==> src/rtl/lcd_char_ctrl.sv <==
// HD44780-style 16x2 character LCD sequencer: power-on init, then
// UART bytes -> timed bus writes with wrap, newline and clear handling.
module lcd_char_ctrl #(
  parameter int CLK_HZ  = 27_000_000,
  parameter int INIT_US = 15000,
  parameter int CMD_US  = 40,
  parameter int CLR_US  = 1640,
  parameter int EN_CYC  = 16,
  parameter int COLS    = 16
) (
  input  logic       CLK_I,
  input  logic       RST_N_I,
  input  logic [7:0] DATA_I,
  input  logic       VALID_I,
  output logic       READY_O,
  output logic       LCD_RW_O,
  output logic       LCD_RS_O,
  output logic       LCD_EN_O,
  output logic [7:0] LCD_DATA_O
);

  localparam int MHZ      = CLK_HZ / 1_000_000;
  localparam int INIT_CYC = MHZ * INIT_US;
  localparam int CMD_CYC  = MHZ * CMD_US;
  localparam int CLR_CYC  = MHZ * CLR_US;
  localparam int MAX_A    = INIT_CYC > CLR_CYC ? INIT_CYC : CLR_CYC;
  localparam int MAX_B    = CMD_CYC > EN_CYC ? CMD_CYC : EN_CYC;
  localparam int MAX_C    = MAX_A > MAX_B ? MAX_A : MAX_B;
  localparam int CW       = $clog2(MAX_C + 1);
  localparam int LW       = $clog2(COLS + 1);

  localparam logic [CW-1:0] INIT_C  = CW'(INIT_CYC);
  localparam logic [CW-1:0] CMD_C   = CW'(CMD_CYC);
  localparam logic [CW-1:0] CLR_C   = CW'(CLR_CYC);
  localparam logic [CW-1:0] EN_LAST = CW'(EN_CYC - 1);
  localparam logic [LW-1:0] COLS_C  = LW'(COLS);

  typedef enum logic [2:0] {
    PWR_WAIT,
    INIT,
    SETUP,
    PULSE,
    HOLD,
    WAIT,
    IDLE,
    ADDR
  } state_t;

  state_t          r_state, w_state;
  logic [CW-1:0]   r_cnt, w_cnt;
  logic [CW-1:0]   r_wlen, w_wlen;
  logic [1:0]      r_idx, w_idx;
  logic            r_boot, w_boot;
  logic [LW-1:0]   r_col, w_col;
  logic            r_line, w_line;
  logic            r_pend, w_pend;
  logic [7:0]      r_byte, w_byte;
  logic            r_rs, w_rs;
  logic [7:0]      r_data, w_data;
  logic            r_en, w_en;
  logic [7:0]      w_addr;
  logic            w_ff;
  logic            w_nl;
  logic            w_pr;

  function automatic logic [7:0] f_init(
    input logic [1:0] idx
  );
    logic [7:0] c;
    case (idx)
      2'd0:    c = 8'h38;
      2'd1:    c = 8'h0C;
      2'd2:    c = 8'h01;
      default: c = 8'h06;
    endcase
    return c;
  endfunction

  assign w_addr = r_line ? 8'h80 : 8'hC0;
  assign w_ff   = (r_byte == 8'h0C);
  assign w_nl   = (r_byte == 8'h0A);
  assign w_pr   = (r_byte >= 8'h20) && (r_byte <= 8'h7E);

  always_comb begin
    w_state = r_state;
    w_cnt   = r_cnt + CW'(1);
    w_wlen  = r_wlen;
    w_idx   = r_idx;
    w_boot  = r_boot;
    w_col   = r_col;
    w_line  = r_line;
    w_pend  = r_pend;
    w_byte  = r_byte;
    w_rs    = r_rs;
    w_data  = r_data;
    unique case (r_state)
      PWR_WAIT: begin
        if (r_cnt == INIT_C) w_state = INIT;
      end
      INIT, SETUP, ADDR: begin
        w_state = PULSE;
        w_cnt   = '0;
      end
      PULSE: begin
        if (r_cnt == EN_LAST) w_state = HOLD;
      end
      HOLD: begin
        w_state = WAIT;
        w_cnt   = '0;
      end
      WAIT: begin
        if (r_cnt == r_wlen - CW'(1)) begin
          if (r_boot) begin
            if (r_idx == 2'd3) begin
              w_state = IDLE;
              w_boot  = 1'b0;
            end else begin
              w_state = INIT;
              w_idx   = r_idx + 2'd1;
            end
          end else if (r_col == COLS_C) begin
            w_state = ADDR;
            w_rs    = 1'b0;
            w_data  = w_addr;
            w_wlen  = CMD_C;
            w_line  = ~r_line;
            w_col   = '0;
          end else begin
            w_state = IDLE;
          end
        end
      end
      IDLE: begin
        if (r_pend) begin
          // one decode cycle; bytes outside the table just fall through
          w_pend = 1'b0;
          unique case (1'b1)
            w_ff: begin
              w_state = SETUP;
              w_rs    = 1'b0;
              w_data  = 8'h01;
              w_wlen  = CLR_C;
              w_col   = '0;
              w_line  = 1'b0;
            end
            w_nl: begin
              w_state = SETUP;
              w_rs    = 1'b0;
              w_data  = w_addr;
              w_wlen  = CMD_C;
              w_col   = '0;
              w_line  = ~r_line;
            end
            w_pr: begin
              w_state = SETUP;
              w_rs    = 1'b1;
              w_data  = r_byte;
              w_wlen  = CMD_C;
              w_col   = r_col + LW'(1);
            end
            default: begin
            end
          endcase
        end else if (VALID_I) begin
          w_pend = 1'b1;
          w_byte = DATA_I;
        end
      end
      default: begin
        w_state = PWR_WAIT;
      end
    endcase
    if (w_state == INIT && r_state != INIT) begin
      w_rs   = 1'b0;
      w_data = f_init(w_idx);
      w_wlen = (w_idx == 2'd2) ? CLR_C : CMD_C;
    end
    w_en = (w_state == PULSE);
  end

  always_ff @(posedge CLK_I) begin
    if (!RST_N_I) begin
      r_state <= PWR_WAIT;
      r_cnt   <= '0;
      r_wlen  <= '0;
      r_idx   <= 2'd0;
      r_boot  <= 1'b1;
      r_col   <= '0;
      r_line  <= 1'b0;
      r_pend  <= 1'b0;
      r_byte  <= 8'h00;
      r_rs    <= 1'b0;
      r_data  <= 8'h00;
      r_en    <= 1'b0;
    end else begin
      r_state <= w_state;
      r_cnt   <= w_cnt;
      r_wlen  <= w_wlen;
      r_idx   <= w_idx;
      r_boot  <= w_boot;
      r_col   <= w_col;
      r_line  <= w_line;
      r_pend  <= w_pend;
      r_byte  <= w_byte;
      r_rs    <= w_rs;
      r_data  <= w_data;
      r_en    <= w_en;
    end
  end

  assign READY_O    = (r_state == IDLE) && !r_pend;
  assign LCD_RW_O   = 1'b0;
  assign LCD_RS_O   = r_rs;
  assign LCD_EN_O   = r_en;
  assign LCD_DATA_O = r_data;

endmodule

==> config.mk <==
export PLATFORM = sky130hd
export DESIGN_NAME = lcd_char_ctrl
export DESIGN_NICKNAME = d
export VERILOG_FILES = /design/src/rtl/lcd_char_ctrl.sv
export SDC_FILE = /design/constraint.sdc
export NUM_CORES = 1
export LEC_CHECK = 0
export ABC_AREA = 1
export BUFFER_PORTS_ARGS = -buffer_cell sky130_fd_sc_hd__buf_4
export CAP_MARGIN = 15
export CORE_AREA = 2 2 77 79
export CTS_CLUSTER_DIAMETER = 50
export DETAILED_ROUTE_END_ITERATION = 6
export DIE_AREA = 0 0 79 81
export GPL_TIMING_DRIVEN = 0
export PLACE_DENSITY = 0.73
export SKIP_LAST_GASP = 1
export SLEW_MARGIN = 20
export SYNTH_ARGS = -nofsm -noshare
export SYNTH_HDL_FRONTEND = slang
export SYNTH_SLANG_ARGS = --single-unit
==> constraint.sdc <==
create_clock -name CLK_I -period 5.6 [get_ports CLK_I]
set_input_delay 1.12 -clock CLK_I [delete_from_list [all_inputs] [get_ports CLK_I]]
set_output_delay 1.12 -clock CLK_I [all_outputs]
set_load 0.02 [all_outputs]
==> metrics.txt, run 1 <==
Antenna Nets Post-Route=0; max-slew headroom at the worst pin=0.533; Ys Warns=0; setup bufs post-CTS=0; PostCTS Resize Cnt=0; Seq/Total Area, Yosys=0.349; fin crit share=0.474; core area=5680 um^2; H-tree levels=2; most frequent cells in the layout=nand2_1 (115), nor2_1 (97), dfxtp_1 (52); initial antenna violation count=0; max cap viols=0; most common library cell in the layout ignoring fill and taps=nand2_1; Gate Count Post-Synth=between 400 and 500; initial core utilization=0.526; final setup skew=between 4 and 5 ps; worst min-delay path class=reg2reg; Final setup viols=0; Post-synth EDFFs=0; clock share of power=0.253; Final #Nets=about 510; first-pass GRT wire length=11,400 um; Net Count, Synth=487; power per cell area=309 nW/um^2; DRT Pass-1 Iters=4; clk root buf=clkbuf_8; vias per cell=4.97; net switching power=0.000372 W; Worst VDD drop=about 0.21 mV; Final Critical Period=2660 ps; post-DP HPWL=5270 um; Total GRT Usage=0.226; ys flop type=dfxtp_1; Routed wire per std cell=11.8 um; synthesized area per cell=approximately 6.4 um^2; RSZ-0062 raised after global routing=no; critical path type=reg2out; Worst-Skew Late Latency=310 ps; Die H=81 um; asr flop ratio synth=0; total die area=around 6400 um^2; fillers=602; io pins=23; DR vias=about 2,800; status=finished, final reports clean; CTS Sinks=52; Synth Cell Area=2990 um^2; Int Power=0.000658 W; leakage=1.47 nW; PortBufs=20; CTS Buffer Depth=2; Seq pwr share=0.415; switch share=0.361; largest net degree at the start of global routing=16; clock slew at reported path FFs=90 ps; footprint of the multi-input gates=1670 um^2; ANT cells=0; total CTS buffers=5; Final Core Density=0.588; FF+latch area=1040 um^2; Post-Route WL=around 6700 um; Synth cell types=31; setup TNS=0 ps; grt total ovfl=0; die width=about 79 um; critical path data arrival time=about 1500 ps; # hold bufs at CTS=0; CTS tree=yes; Yosys reg bits=52; Least-Margin Pin Slew=between 700 and 800 ps; FMAX=roughly 0.38 GHz; vias in the first global route=2,556; combinational power share=0.332; Final Max Slew Viols=0; Area Growth Syn to Fin=11.8%; layout cell share with drive strength beyond 1=0.119; crit-path max FO=7; CP Launch Type=flop; Fin. Hold Viols=0; initial DRC count=178; Site Rows=28; drt drc=0; Crit path required time=around 4500 ps; crit end category=output pin; GP Congestion=0.957
worst max-delay path, cell delays in order, from the launching register on:
cell and delay [ps]:
dfxtp_1 370, inv_1 90, nor2_1 160, nand2_2 150, nor2_2 250, buf_4 190
per-layer routing:
layer  wire length, um  vias to the layer above  track usage  share of wire
li1                  -                     1526            -              -
met1              3200                     1248        0.283           0.48
met2              3070                       62        0.379           0.46
met3               352                        7       0.0578          0.052
met4                94                        0       0.0759          0.014
met5                 0                        -            0              0
synthesized netlist by cell type (2+ instances only):
cell type / instances / area [um^2]
nand2_1: 115 / 432
nor2_1: 97 / 364
dfxtp_1: 52 / 1040
inv_1: 51 / 191
nand3_1: 30 / 150
a21oi_1: 28 / 140
o21ai_0: 20 / 100
nor3_1: 10 / 50.1
ha_1: 7 / 87.6
inv_2: 7 / 26.3
nand2_2: 5 / 31.3
nand4_1: 5 / 31.3
xor2_1: 5 / 43.8
nand3b_1: 4 / 30.0
nor2_2: 4 / 25.0
xnor2_1: 4 / 35.0
buf_2: 3 / 15.0
clkbuf_1: 3 / 11.3
nand3_2: 3 / 30.0
buf_4: 2 / 15.0
nor2_4: 2 / 22.5
nor3b_2: 2 / 25.0
o21ai_1: 2 / 10.0
final timing paths:
| path | startpoint | endpoint | slack [ps] | depth (start not counted) |
|---|---|---|---|---|
| min | r_line$_SDFFE_PN0P_ | r_line$_SDFFE_PN0P_ | 470 | 2 |
| max | r_state[1]$_SDFF_PN0_ | READY_O | 2940 | 5 |
| min reg2reg | r_line$_SDFFE_PN0P_ | r_line$_SDFFE_PN0P_ | 470 | 2 |
| max reg2reg | r_wlen[10]$_SDFFE_PN0P_ | LCD_DATA_O[1]$_SDFFE_PN0P_ | 3190 | 16 |
cells by family (layout without fill, tap and decap cells):
logic type	Yosys count	in the layout	share of synthesized area
AO/OA/AOI/OAI	53	53	0.0922
flip-flops	52	52	0.349
XOR/XNOR	9	9	0.0264
adder cells (fa/ha/maj)	7	7	0.0293
buffers and inverters	67	95	0.0905
AND/OR/NAND/NOR	280	280	0.412
other	1	1	0.00126
stage by stage:
| stage | instances | worst slack, ps | hold slack, ps | area, um^2 | total power [W] |
|---|---|---|---|---|---|
| floorplan | 469 | 3430 | 424 | 2990 | 0.000681 |
| global placement | 564 | 2810 | 435 | 3230 | 0.000762 |
| detailed placement | 564 | 2770 | 456 | 3230 | 0.000774 |
| CTS | 572 | 2930 | 470 | 3340 | 0.00103 |
| global route | 572 | 2790 | 484 | 3340 | 0.00110 |
| finish | 572 | 2940 | 470 | 3340 | 0.00103 |
sequential cells by signal, summed over array words and instances (netlist names):
register and flops:
r_idx 2, r_byte 8, LCD_RS_O 1, r_line 1, r_col 5, r_state 3
r_wlen 2, r_cnt 19, r_boot 1, r_pend 1, LCD_DATA_O 8, LCD_EN_O 1
layout make-up:
class | count | area share
Buffer | 9 | 0.0157
Inverter | 58 | 0.0652
Sequential cell | 52 | 0.312
Multi-Input combinational cell | 350 | 0.502
Tap cell | 75 | 0.0281
Clock inverter | 2 | 0.0105
Timing Repair Buffer | 20 | 0.0450
Clock buffer | 6 | 0.0217
power by group through the flow:
stage	clock network (W)	registers, W	logic, W
floorplan	0	0.000451	0.000230
global placement	0	0.000435	0.000328
detailed placement	0	0.000436	0.000337
CTS	0.000265	0.000428	0.000340
global route	0.000277	0.000433	0.000392
finish	0.000260	0.000428	0.000342
(Power assumes the default switching activity.)
==> inputs of run 2 (changes only) <==
Settings changed: ABC_AREA 1 to 0, CORE_AREA 2 2 77 79 to 2 2 74 76, DIE_AREA 0 0 79 81 to 0 0 76 78.
Clock period 5.6 ns to 2.27 ns, I/O delays scaled along.
==> run 2 against run 1 <==
The flow now finishes with violations (negative setup slack). Flip-flop and latch count unchanged. Highest routed layer unchanged. Wire length up 0.54%. Die area down 7.4%. Clock skew up 4.2 ps. Total power up 86%. Area after synthesis down 11%. Sequential share of layout area up 0.33 points. Global-route usage down 1.7 points. Synthesized cell count down 32%. Largest power group unchanged.
==> metrics.txt, run 2 <==
status=complete, but fails checks; violated checks=negative setup slack; layout cell share with drive strength beyond 1=0.242; clock slew at reported path FFs=100 ps; fillers=391; DRT Pass-1 Iters=5; die width=between 70 and 80 um; critical path data arrival time=2770 ps; Crit path required time=2480 ps; largest net degree at the start of global routing=16; footprint of the multi-input gates=1700 um^2; Site Rows=26; worst reg-to-reg path cell count=8; first-pass GRT wire length=approximately 10,000 um; r2r startpoint=r_cnt[17]$_SDFF_PP0_; drt drc=0; initial DRC count=238; Die H=about 78 um; Slowest-stage cell, CP=or4b_1; crit end category=flop; vias per cell=between 5 and 6; Final setup viols=18; Final Core Density=0.664; CTS tree=yes; Crit Reg-Reg Endpoint=LCD_DATA_O[0]$_SDFFE_PN0P_; critical path type=reg2reg; Gate Count Post-Synth=321; worst path bufs/invs=1; clk root buf=clkbuf_8; vias in the first global route=2,114; RSZ-0062 raised after global routing=yes; Final #Nets=381; grt total ovfl=0; CP endpoint=LCD_DATA_O[0]$_SDFFE_PN0P_; Net Count, Synth=between 300 and 400; Largest Register=r_cnt; critical path depth=8; most common library cell in the layout ignoring fill and taps=dfxtp_1; max FFs per register=19; total CTS buffers=5; post-DP HPWL=4240 um; DR vias=2,518; FF+latch area=1060 um^2; Final Power=0.00191 W; PortBufs=19; Area Growth Syn to Fin=26.7%; Seq/Total Area, Yosys=0.394; io pins=23; Ys Warns=0; max cap viols=0; final instance area=3350 um^2; fin crit share=1.13; max-slew headroom at the worst pin=0.511; CTS Sinks=52; worst hold slack=between 300 and 400 ps; initial antenna violation count=0; Fin. Hold Viols=0; Post-Route WL=6760 um; Worst-Skew Late Latency=310 ps; Least-Margin Pin Slew=728 ps; GP Congestion=0.817; leakage=1.19 nW; cell with the most instances after synthesis=dfxtp_1; worst reg2reg setup slack=-290 ps; CTS Buffer Depth=2; synthesized area per cell=8.24 um^2; CP Launch Type=flop; critical path's largest stage delay=510 ps; final setup skew=8.58 ps; ANT cells=0; asr flop ratio synth=0; cell family with the largest share of critical-path delay=simple AND/OR/NAND/NOR gates; setup TNS=-2460 ps; initial core utilization=0.524; Worst VDD drop=0.361 mV; cell taking the most area after synthesis=dfxtp_1; core area=around 5000 um^2; crit path from=r_cnt[17]$_SDFF_PP0_; most frequent cells in the layout=dfxtp_1 (44), nor2_1 (43), nand2_1 (31), buf_4 (31), nand3_1 (20); Synth top area share=0.394; top cells by area, synth=dfxtp_1 (39%), nor2_1 (6.5%), xor2_1 (4.6%), nand2_1 (4.4%), nand3_1 (3.8%); worst min-delay path class=in2reg; H-tree levels=2; Synth Cell Area=2640 um^2; crit path cell chain=or4b_1 > or4b_4 > o32a_1 > o211ai_4 > o22a_4 > nor3_4 > buf_12 > o221a_1; Final Critical Period=2560 ps; Synth top cells by count=dfxtp_1 (52), nor2_1 (46), nand2_1 (31), nand3_1 (20), a21oi_1 (15); total die area=5930 um^2; Routed wire per std cell=15.6 um; Final Max Slew Viols=0; Post-synth EDFFs=0; crit-path max FO=7; Antenna Nets Post-Route=0; power per cell area=571 nW/um^2; Final WS setup=-294 ps; Synth cell types=51; Total GRT Usage=0.209; Yosys reg bits=52; DP Area=2900 um^2; ys flop type=dfxtp_1; # hold bufs at CTS=0; FMAX=approximately 0.4 GHz
run 2: cell count changes after synthesis, moves of 6 or more:
cell      previous run  this run
nor2_1              97        46
inv_1               51        12
clkbuf_1             3        10
a21oi_1             28        15
o21ai_0             20         8
inv_2                7         0
a31oi_1              0         6
and3_1               0         9
nand3_1             30        20
nand2_1            115        31
xor2_1               5        14
xnor2_1              4        10
run 2: how the worst min path moves through the flow:
stage	endpoint	startpoint	cells after the start
floorplan	r_cnt[0]$_SDFF_PP0_	r_cnt[0]$_SDFF_PP0_	1
global placement	r_cnt[0]$_SDFF_PP0_	r_cnt[0]$_SDFF_PP0_	1
detailed placement	LCD_DATA_O[1]$_SDFFE_PN0P_	LCD_DATA_O[1]$_SDFFE_PN0P_	2
CTS	r_byte[3]$_SDFFE_PN0P_	DATA_I[3]	3
global route	r_byte[7]$_SDFFE_PN0P_	DATA_I[7]	3
finish	r_byte[3]$_SDFFE_PN0P_	DATA_I[3]	3
run 2: worst register-to-register path, cell delays in order (launching register included):
cell and delay, ps:
dfxtp_4 360, or4b_1 510, or4b_4 500, o32a_1 340
o211ai_4 120, o22a_4 180, nor3_4 40, buf_12 140
o221a_1 270
run 2: per-layer routing:
metal / part of all wire / track usage
met1: 0.45 / 0.296
met2: 0.45 / 0.321
met3: 0.063 / 0.0465
met5: 0 / 0
met4: 0.028 / 0.0545
run 2: kinds of logic (layout without fill, tap and decap cells):
family,Yosys count,count (layout),share of synthesized area
compound gates,57,57,0.152
xor+xnor,24,24,0.0795
fa+ha+maj,7,7,0.0331
buf+inv,25,68,0.0374
flops,52,52,0.394
mux,4,4,0.0151
other cells,1,1,0.00142
simple gates,151,151,0.288
run 2: where the power goes:
group	total, W	internal [W]	switching (W)
clock	0.000644	0.000328	0.000316
combinational	0.000303	0.000154	0.000149
sequential	0.000967	0.000938	0.0000292
run 2: stage by stage:
stage                     worst slack [ps]  std cells
after floorplan                       -104        321
after global placement                -415        410
after detailed placement              -444        410
after CTS                             -298        423
after global routing                  -364        434
final                                 -294        434
run 2: timing repair:
item                       CTS  global route
buffers inserted             6            13
pin swaps                    5            21
resized for setup           11            41
setup endpoints to repair   19            24
run 2: cell type report:
class,count,area share
sequential,52,0.315
clock buffer,6,0.0217
clock inverter,2,0.0105
buffer,11,0.0142
timing repair buffer,36,0.0900
tap,70,0.0261
multi-input combinational,244,0.507
inverter,13,0.0153
